--- config.mk ---
export PLATFORM = sky130hd
export DESIGN_NAME = wfifo_wr_ctrl_seu
export DESIGN_NICKNAME = d
export VERILOG_FILES = /design/src/rtl/wfifo_pkg.sv /design/src/rtl/tmr_vote_reg.sv /design/src/rtl/wfifo_wr_ctrl_seu.sv
export SDC_FILE = /design/constraint.sdc
export NUM_CORES = 1
export LEC_CHECK = 0
export BUFFER_PORTS_ARGS = -buffer_cell sky130_fd_sc_hd__buf_4
export CAP_MARGIN = 20
export CORE_UTILIZATION = 54
export CTS_BUF_LIST = sky130_fd_sc_hd__clkbuf_4 sky130_fd_sc_hd__clkbuf_8
export CTS_CLUSTER_SIZE = 12
export DETAILED_ROUTE_END_ITERATION = 10
export GPL_ROUTABILITY_DRIVEN = 0
export PLACE_DENSITY = 0.82
export SLEW_MARGIN = 25
export SYNTH_ARGS = -nofsm -noshare
export SYNTH_HDL_FRONTEND = slang
export SYNTH_SLANG_ARGS = --single-unit
--- constraint.sdc ---
create_clock -name wclk -period 1.5 [get_ports wclk]
set_input_delay 0.15 -clock wclk [delete_from_list [all_inputs] [get_ports wclk]]
set_output_delay 0.15 -clock wclk [all_outputs]
set_load 0.01 [all_outputs]
--- src/rtl/wfifo_pkg.sv ---
// Shared definitions for the SEU-hardened asynchronous FIFO write side.
// Holds pointer geometry, the default data width and the majority voter.
package wfifo_pkg;

    localparam int FIFO_AW = 3;
    localparam int PTR_W   = FIFO_AW + 1;
    localparam int DEF_DW  = 16;

    function automatic logic maj3(input logic a, input logic b, input logic c);
        return (a & b) | (a & c) | (b & c);
    endfunction

endpackage

--- src/rtl/tmr_vote_reg.sv ---
// Register with async reset; triplicated and majority-voted when
// WFIFO_WR_TMR_EN is defined, otherwise a single flop.
module tmr_vote_reg
    import wfifo_pkg::*;
#(
    parameter int           W       = 1,
    parameter logic [W-1:0] RST_VAL = '0
) (
    input  logic         wclk,
    input  logic         wrst_n,
    input  logic [W-1:0] d,
    output logic [W-1:0] q
);

`ifdef WFIFO_WR_TMR_EN
    logic [W-1:0] r0_q;
    logic [W-1:0] r1_q;
    logic [W-1:0] r2_q;

    // Every copy reloads from d, which is computed from the voted q, so an
    // upset copy is overwritten at the next edge.
    always_ff @(posedge wclk or negedge wrst_n) begin
        if (!wrst_n) begin
            r0_q <= RST_VAL;
            r1_q <= RST_VAL;
            r2_q <= RST_VAL;
        end else begin
            r0_q <= d;
            r1_q <= d;
            r2_q <= d;
        end
    end

    always_comb begin
        q = '0;
        for (int i = 0; i < W; i++) begin
            q[i] = maj3(r0_q[i], r1_q[i], r2_q[i]);
        end
    end
`else
    logic [W-1:0] r_q;

    // NOTE: sequential state uses non-blocking assignments so every flop samples pre-edge values.
    always_ff @(posedge wclk or negedge wrst_n) begin
        if (!wrst_n) begin
            r_q <= RST_VAL;
        end else begin
            r_q <= d;
        end
    end

    assign q = r_q;
`endif

endmodule

--- src/rtl/wfifo_wr_ctrl_seu.sv ---
// Write-side front end of the 8-deep async FIFO: head+skid buffer, write strobe,
// read-pointer synchroniser, overflow counter. TMR enabled by WFIFO_WR_TMR_EN.
module wfifo_wr_ctrl_seu
    import wfifo_pkg::*;
#(
    parameter int DW           = DEF_DW,
    parameter int CW           = 8,
    parameter int DROP_ON_FULL = 0
) (
    input  logic             wclk,
    input  logic             wrst_n,
    input  logic             in_valid,
    input  logic [DW-1:0]    in_data,
    output logic             in_ready,
    input  logic             wfull,
    input  logic [PTR_W-1:0] rptr,
    output logic [PTR_W-1:0] wq2_rptr,
    output logic             winc,
    output logic [DW-1:0]    wdata,
    output logic [CW-1:0]    ovf_cnt
);

    logic             head_v_d, head_v_q;
    logic [DW-1:0]    head_d_d, head_d_q;
    logic             skid_v_d, skid_v_q;
    logic [DW-1:0]    skid_d_d, skid_d_q;
    logic [PTR_W-1:0] s1_q, s2_q;
    logic [CW-1:0]    ovf_d, ovf_q;
    logic             pop, push;

    tmr_vote_reg #(.W(1))     u_head_v (.wclk(wclk), .wrst_n(wrst_n), .d(head_v_d), .q(head_v_q));
    tmr_vote_reg #(.W(DW))    u_head_d (.wclk(wclk), .wrst_n(wrst_n), .d(head_d_d), .q(head_d_q));
    tmr_vote_reg #(.W(1))     u_skid_v (.wclk(wclk), .wrst_n(wrst_n), .d(skid_v_d), .q(skid_v_q));
    tmr_vote_reg #(.W(DW))    u_skid_d (.wclk(wclk), .wrst_n(wrst_n), .d(skid_d_d), .q(skid_d_q));
    tmr_vote_reg #(.W(CW))    u_ovf    (.wclk(wclk), .wrst_n(wrst_n), .d(ovf_d),    .q(ovf_q));

    // Two-stage synchroniser: stages are wired back to back, nothing in between.
    tmr_vote_reg #(.W(PTR_W)) u_s1     (.wclk(wclk), .wrst_n(wrst_n), .d(rptr),     .q(s1_q));
    tmr_vote_reg #(.W(PTR_W)) u_s2     (.wclk(wclk), .wrst_n(wrst_n), .d(s1_q),     .q(s2_q));

    assign in_ready = (DROP_ON_FULL != 0) ? 1'b1 : ~skid_v_q;
    assign winc     = head_v_q & ~wfull;
    assign wdata    = head_d_q;
    assign wq2_rptr = s2_q;
    assign ovf_cnt  = ovf_q;
    assign pop      = winc;
    assign push     = in_valid & in_ready;

    always_comb begin
        // NOTE: every output of this block is defaulted first so no latch is inferred.
        head_v_d = head_v_q;
        head_d_d = head_d_q;
        skid_v_d = skid_v_q;
        skid_d_d = skid_d_q;
        ovf_d    = ovf_q;

        unique case ({head_v_q, skid_v_q})
            2'b00: begin
                if (push) begin
                    head_v_d = 1'b1;
                    head_d_d = in_data;
                end
            end
            2'b10: begin
                if (pop && push) begin
                    head_d_d = in_data;
                end else if (pop) begin
                    head_v_d = 1'b0;
                end else if (push) begin
                    skid_v_d = 1'b1;
                    skid_d_d = in_data;
                end
            end
            2'b11: begin
                if (pop) begin
                    head_d_d = skid_d_q;
                    if (push) begin
                        skid_d_d = in_data;
                    end else begin
                        skid_v_d = 1'b0;
                    end
                end else if (push) begin
                    // Only reachable in drop mode: the word is lost and counted.
                    if (ovf_q != {CW{1'b1}}) begin
                        ovf_d = ovf_q + CW'(1);
                    end
                end
            end
            default: begin
                // Skid without head is unreachable; promote the skid to stay ordered.
                head_v_d = 1'b1;
                head_d_d = skid_d_q;
                skid_v_d = 1'b0;
            end
        endcase
    end

endmodule

==> results of run 1 <==
## placed cells by master, fill, tap and decap left out, drive strengths merged
cell         Yosys  routed
a2bb2oi          1       1
buf              4      59
bufinv           0       1
clkbuf           8       5
clkinvlp         0       2
dfrtp           50      50
dlygate4sd3      0       5
inv              1       1
mux2            48      48
nand2            2       2
nand4b           1       1
nor2             2       2
nor2b            1       1
## layer usage
metal  global-route usage  vias to the layer above  routed length (um)
met5                    0                        -                   0
met4              0.07102                        0                  58
met3              0.06522                        8                 186
met2               0.3212                       34                1899
met1               0.2583                      564                1573
li1                     -                      518                   -
## power by group through the flow
stage               sequential, W  clock, W  combinational [W]
finish                    0.00171  0.000933           0.000796
global route              0.00173   0.00102           0.000854
CTS                       0.00170  0.000953           0.000796
detailed placement        0.00173         0           0.000781
global placement          0.00171         0           0.000756
floorplan                 0.00174         0           0.000418
## worst paths after layout
path / from / end / cells after the start
max: u_skid_v.q / u_head_d.q[7] / 3
min: in_data[10] / u_skid_d.q[10] / 2
max reg2reg: u_skid_v.q / u_head_d.q[7] / 3
min reg2reg: u_s1.q[3] / u_s2.q[3] / 0
max in group asynchronous: wrst_n / u_ovf.q[6] / 2
min in group asynchronous: wrst_n / u_s2.q[1] / 2
## synthesized netlist by cell type (all sizes together)
library cell,instances
a2bb2oi,1
buf,4
clkbuf,8
dfrtp,50
inv,1
mux2,48
nand2,2
nand4b,1
nor2,2
nor2b,1
## logic make-up (layout without fill, tap and decap cells)
| group | after synthesis | in the layout | share of synthesized area |
|---|---|---|---|
| flops | 50 | 50 | 0.6169 |
| mux | 48 | 48 | 0.3054 |
| buf+inv | 13 | 73 | 0.04256 |
| simple gates | 6 | 6 | 0.02221 |
| compound gates | 1 | 1 | 0.01296 |
## timing repair
| item | CTS | global route |
|---|---|---|
| setup buffers | 0 | 1 |
| endpoints found under the setup margin | 0 | 8 |
| hold buffers | 5 | 0 |
| hold endpoints to repair | 54 | 0 |
## metrics by stage
stage	hold WS (ns)	area (um^2)	total power, W
after floorplan	-0.1456	2028	0.002162
after global placement	0.1822	2439	0.002463
after detailed placement	0.2011	2439	0.002506
after CTS	0.07860	2603	0.003453
after global routing	0.07523	2623	0.003601
final	0.08631	2623	0.003436
## cell type report
class / count / area [um^2] / share of cell area
clock inverter: 3 / 45.04 / 0.01718
timing repair buffer: 64 / 505.5 / 0.1927
sequential: 50 / 1251 / 0.4771
inverter: 1 / 3.754 / 0.001431
clock buffer: 5 / 68.82 / 0.02624
multi-input combinational: 55 / 690.7 / 0.2634
tap: 46 / 57.56 / 0.02195
## sequential cells by signal, summed over array words and instances, names as in the netlist
name and cells:
u_head_v.q 1, u_s1.q 4, u_ovf.q 8, u_skid_v.q 1, u_s2.q 4, u_skid_d.q 16, u_head_d.q 16
## critical path: cells and delay by family (launching register included)
| kind | cells | cell delay, ns |
|---|---|---|
| muxes | 2 | 0.62 |
| DFF | 1 | 0.48 |
| buffers and inverters | 1 | 0.23 |
==> qor.yml, run 1 <==
status: "finished clean"
fin_crit_sh: 0.9601
worst-setup-path-type: "reg -> reg"
hold_viol: 0
ioPinCount: 54
drt-total-wl_um: 3717
die_width_um: 63.29
finalClockSkew_ns: 0.01078
clkPwrFrac: 0.271
final_net_count: 201
wl_per_cell_um: 16.59
clkTransAtPathRegs_ns: 0.09
p_seq_frac: 0.497
instances_no_fill: 224
max_freq_ghz: 0.6944
synth_area_leaders: "dfrtp_1, mux2_4, mux2_2, buf_8, clkbuf_1"
synth.distinct_cells: 12
grt_pass1_wl_um: 6016
finalCriticalPeriod_ns: 1.440
ys_warn_count: 0
cts_made_buffers: 5
worstHoldPathType: "in -> reg"
drt-vias-per-instance: 5.018
worstPathCellList: "buf_4 -> mux2_2 -> mux2_2"
ys_seq_elements: 50
switching_share: 0.2481
first_pass_iters: 4
n_antenna_cell: 0
worst_ep_arrival_time_ns: 1.63
clock_sinks: 50
drt-initial-drc-count: 38
grt_pass1_vias: 1189
hpwl_um: 2463
fill_cells: 220
crit_path_start_kind: "register"
num_vias: 1124
insertion_delay_ns: 0.30
synthCells: 118
worst_path_most_repeated_cell: "mux2_2"
path_max_fanout: 9
crit_slowest_cell: "dfrtp_1"
crit_required_ns: 1.69
initial_core_util: 0.5848
ant_nets: 0
worst-slew-pin-transition_ns: 0.6136
syn_nets: 142
drive_gt1_frac: 0.6573
ys_seq_area_frac: 0.6169
maxSlewHeadroom: 0.5909
track_usage: 0.2014
syn_area_mm2: 0.002028
clock_tree.root_cell: "clkbuf_8"
drv_slew: 0
synth_top_area_cell: "dfrtp_1"
portBuffers: 53
synth_top_area_frac: 0.6169
power_frac_comb: 0.232
place_inst: 210
grt_max_degree: 51
clockBufferDepth: 2
max_cap_viol_count: 0
antenna_found_initial: 0
gr-total-overflow: 0
cts_resized: 0
pwr_density_cell_mw_per_mm2: 1310
core-area_mm2: 0.003468
area_delta_synth_final_pct: 29.30
tns_ns: 0
dieArea_mm2: 0.004005
p_leak_nw: 1.287
drcViolationCount: 0
htreeDepth: 2
p_int_w: 0.002584
dieHeight_um: 63.29
cts_tree: "built"
r2r_setup_slack_ns: 0.06
crit_path_end_kind: "register"
max-vdd-ir-drop_uv: 1006
rsz0062_at_grt: "no"
rows: 21
avgSynthCellArea_um2: 17.19
final_util: 0.7561
power_switching_w: 0.0008525
slowest_delay_ns: 0.48
setup_violations: 0
setup_slack_ns: 0.05992
place_ws_ns: 0.05293
Power figures use the tool's default switching activity.
==> inputs of run 2 (changes only) <==
--- a/config.mk
+++ b/config.mk
@@ -7,12 +7,13 @@
 export LEC_CHECK = 0
 export BUFFER_PORTS_ARGS = -buffer_cell sky130_fd_sc_hd__buf_4
 export CAP_MARGIN = 20
-export CORE_UTILIZATION = 54
+export CORE_UTILIZATION = 55
 export CTS_BUF_LIST = sky130_fd_sc_hd__clkbuf_4 sky130_fd_sc_hd__clkbuf_8
 export CTS_CLUSTER_SIZE = 12
 export DETAILED_ROUTE_END_ITERATION = 10
 export GPL_ROUTABILITY_DRIVEN = 0
-export PLACE_DENSITY = 0.82
+export PLACE_DENSITY = 0.83
+export SKIP_LAST_GASP = 1
 export SLEW_MARGIN = 25
 export SYNTH_ARGS = -nofsm -noshare
 export SYNTH_HDL_FRONTEND = slang
==> constraint.sdc (replaced) <==
create_clock -name wclk -period 1.7 [get_ports wclk]
set_input_delay 0.17 -clock wclk [delete_from_list [all_inputs] [get_ports wclk]]
set_output_delay 0.17 -clock wclk [all_outputs]
set_load 0.01 [all_outputs]
==> run 2 against run 1 <==
Die area shrank 1.8%; via count shrank 3.4%; clock skew shrank 0.0012 ns; hold slack gained 0.023 ns; maximum frequency shrank 4.3%; final area shrank 1.6%; core utilization shrank 0.66 points; sequential share of layout area grew 0.79 points; combinational power shrank 14%; wire length shrank 7.9%; highest routed layer unchanged.
==> qor.yml, run 2 (synthesis results as in run 1) <==
hold_viol: 0
num_vias: 1086
worst_ep_arrival_time_ns: 1.69
holdBufCountCts: 5
p_int_w: 0.002169
insertion_delay_ns: 0.29
cts_resized: 0
crit_required_ns: 1.88
portBuffers: 53
crit_slowest_cell: "dfrtp_1"
dieArea_mm2: 0.003934
layout_common_cells: "buf_4, dfrtp_1, mux2_2, mux2_4, clkbuf_8"
max_freq_ghz: 0.6648
clkTransAtPathRegs_ns: 0.09
place_inst: 209
pwr_density_cell_mw_per_mm2: 1125
rows: 21
first_pass_iters: 4
dieHeight_um: 62.73
power_frac_comb: 0.236
power_switching_w: 0.0007340
drt-vias-per-instance: 4.892
cts_made_buffers: 5
critical_path.top_delay_family: "multiplexers"
clock_sinks: 50
crit_path_end_kind: "register"
grt_pass1_wl_um: 5623
hpwl_um: 2396
drt-total-wl_um: 3423
htreeDepth: 2
grt_max_degree: 51
gr-total-overflow: 0
drt-initial-drc-count: 43
finalCriticalPeriod_ns: 1.504
grt_pass1_vias: 1152
mostFrequentLayoutCell: "buf_4"
finalClockSkew_ns: 0.009625
area_delta_synth_final_pct: 27.21
fin_crit_sh: 0.8848
clockBufferDepth: 2
crit_path_start_kind: "register"
initial_core_util: 0.5892
maxSlewHeadroom: 0.5896
track_usage: 0.1937
drv_slew: 0
slowest_delay_ns: 0.52
max-vdd-ir-drop_uv: 775.7
drive_gt1_frac: 0.6534
clkPwrFrac: 0.248
path_buf_inv: 1
p_leak_nw: 1.270
worst-slew-pin-transition_ns: 0.6155
clock_tree.root_cell: "clkbuf_8"
instances_no_fill: 222
worstPathCellList: "buf_4 -> mux2_2 -> mux2_4"
postCtsSetupBuffers: 0
status: "finished clean"
worst-setup-path-type: "reg -> reg"
ioPinCount: 54
cts_tree: "built"
setup_violations: 0
p_seq_frac: 0.517
tns_ns: 0
rsz0062_at_grt: "no"
max_cap_viol_count: 0
final_net_count: 199
die_width_um: 62.73
ant_nets: 0
path_max_fanout: 9
n_antenna_cell: 0
core-area_mm2: 0.003442
antenna_found_initial: 0
switching_share: 0.2528
worstHoldPathType: "in -> reg"
wl_per_cell_um: 15.42
drcViolationCount: 0
[run 2: changes by cell type in the layout (fill, tap and decap cells not counted), sizes merged]
cell,change
buf,-2
bufinv,-1
clkbuf,+1
clkinvlp,-1
inv,+1
[run 2: layout make-up]
| type | instances | area, um^2 |
|---|---|---|
| clock buffer | 6 | 82.58 |
| clock inverter | 2 | 16.27 |
| fill | 216 | 862.1 |
| inverter | 1 | 3.754 |
| multi-input combinational | 55 | 690.7 |
| sequential | 50 | 1251 |
| tap | 46 | 57.56 |
| timing repair buffer | 62 | 478.0 |
[run 2: worst register-to-register path, stage by stage (launching register included)]
cell	delay, ns
dfrtp_1	0.52
buf_4	0.25
mux2_2	0.35
mux2_4	0.26
[run 2: power by group through the flow]
stage	sequential, W	clock, W	combinational [W]
after floorplan	0.00154	0	0.000369
after global placement	0.00151	0	0.000662
after detailed placement	0.00152	0	0.000685
after CTS	0.00150	0.000738	0.000695
after global routing	0.00152	0.000789	0.000736
final	0.00150	0.000719	0.000684
[run 2: stage by stage]
stage / setup slack (ns) / hold WS, ns / total power (W) / cell area [um^2] / utilization
final: 0.1958 / 0.1091 / 0.002903 / 2580 / 0.7495
after global routing: 0.1447 / 0.1018 / 0.003046 / 2580 / 0.7495
after CTS: 0.1929 / 0.09776 / 0.002933 / 2580 / 0.7495
after detailed placement: 0.2030 / 0.2192 / 0.002204 / 2431 / 0.7063
after global placement: 0.2783 / 0.2126 / 0.002171 / 2431 / 0.7063
after floorplan: 0.3735 / -0.1256 / 0.001907 / 2028 / -
[run 2: worst paths after layout]
| kind | start | end | slack [ns] | cells past startpoint |
|---|---|---|---|---|
| setup / recovery | u_skid_v.q | u_head_d.q[13] | 0.20 | 3 |
| hold / removal | in_data[8] | u_skid_d.q[8] | 0.11 | 2 |
| setup reg to reg | u_skid_v.q | u_head_d.q[13] | 0.20 | 3 |
| hold reg to reg | u_s1.q[2] | u_s2.q[2] | 0.35 | 0 |
| max in group asynchronous | wrst_n | u_skid_d.q[14] | 0.86 | 2 |
| min in group asynchronous | wrst_n | u_head_v.q | 0.43 | 2 |
[run 2: routing by layer]
metal	GRT usage	up-vias	share of wire
met5	0	-	0
met4	0.06105	0	0.0091
met3	0.04745	4	0.045
met2	0.3166	32	0.50
met1	0.2560	536	0.44
li1	-	514	-
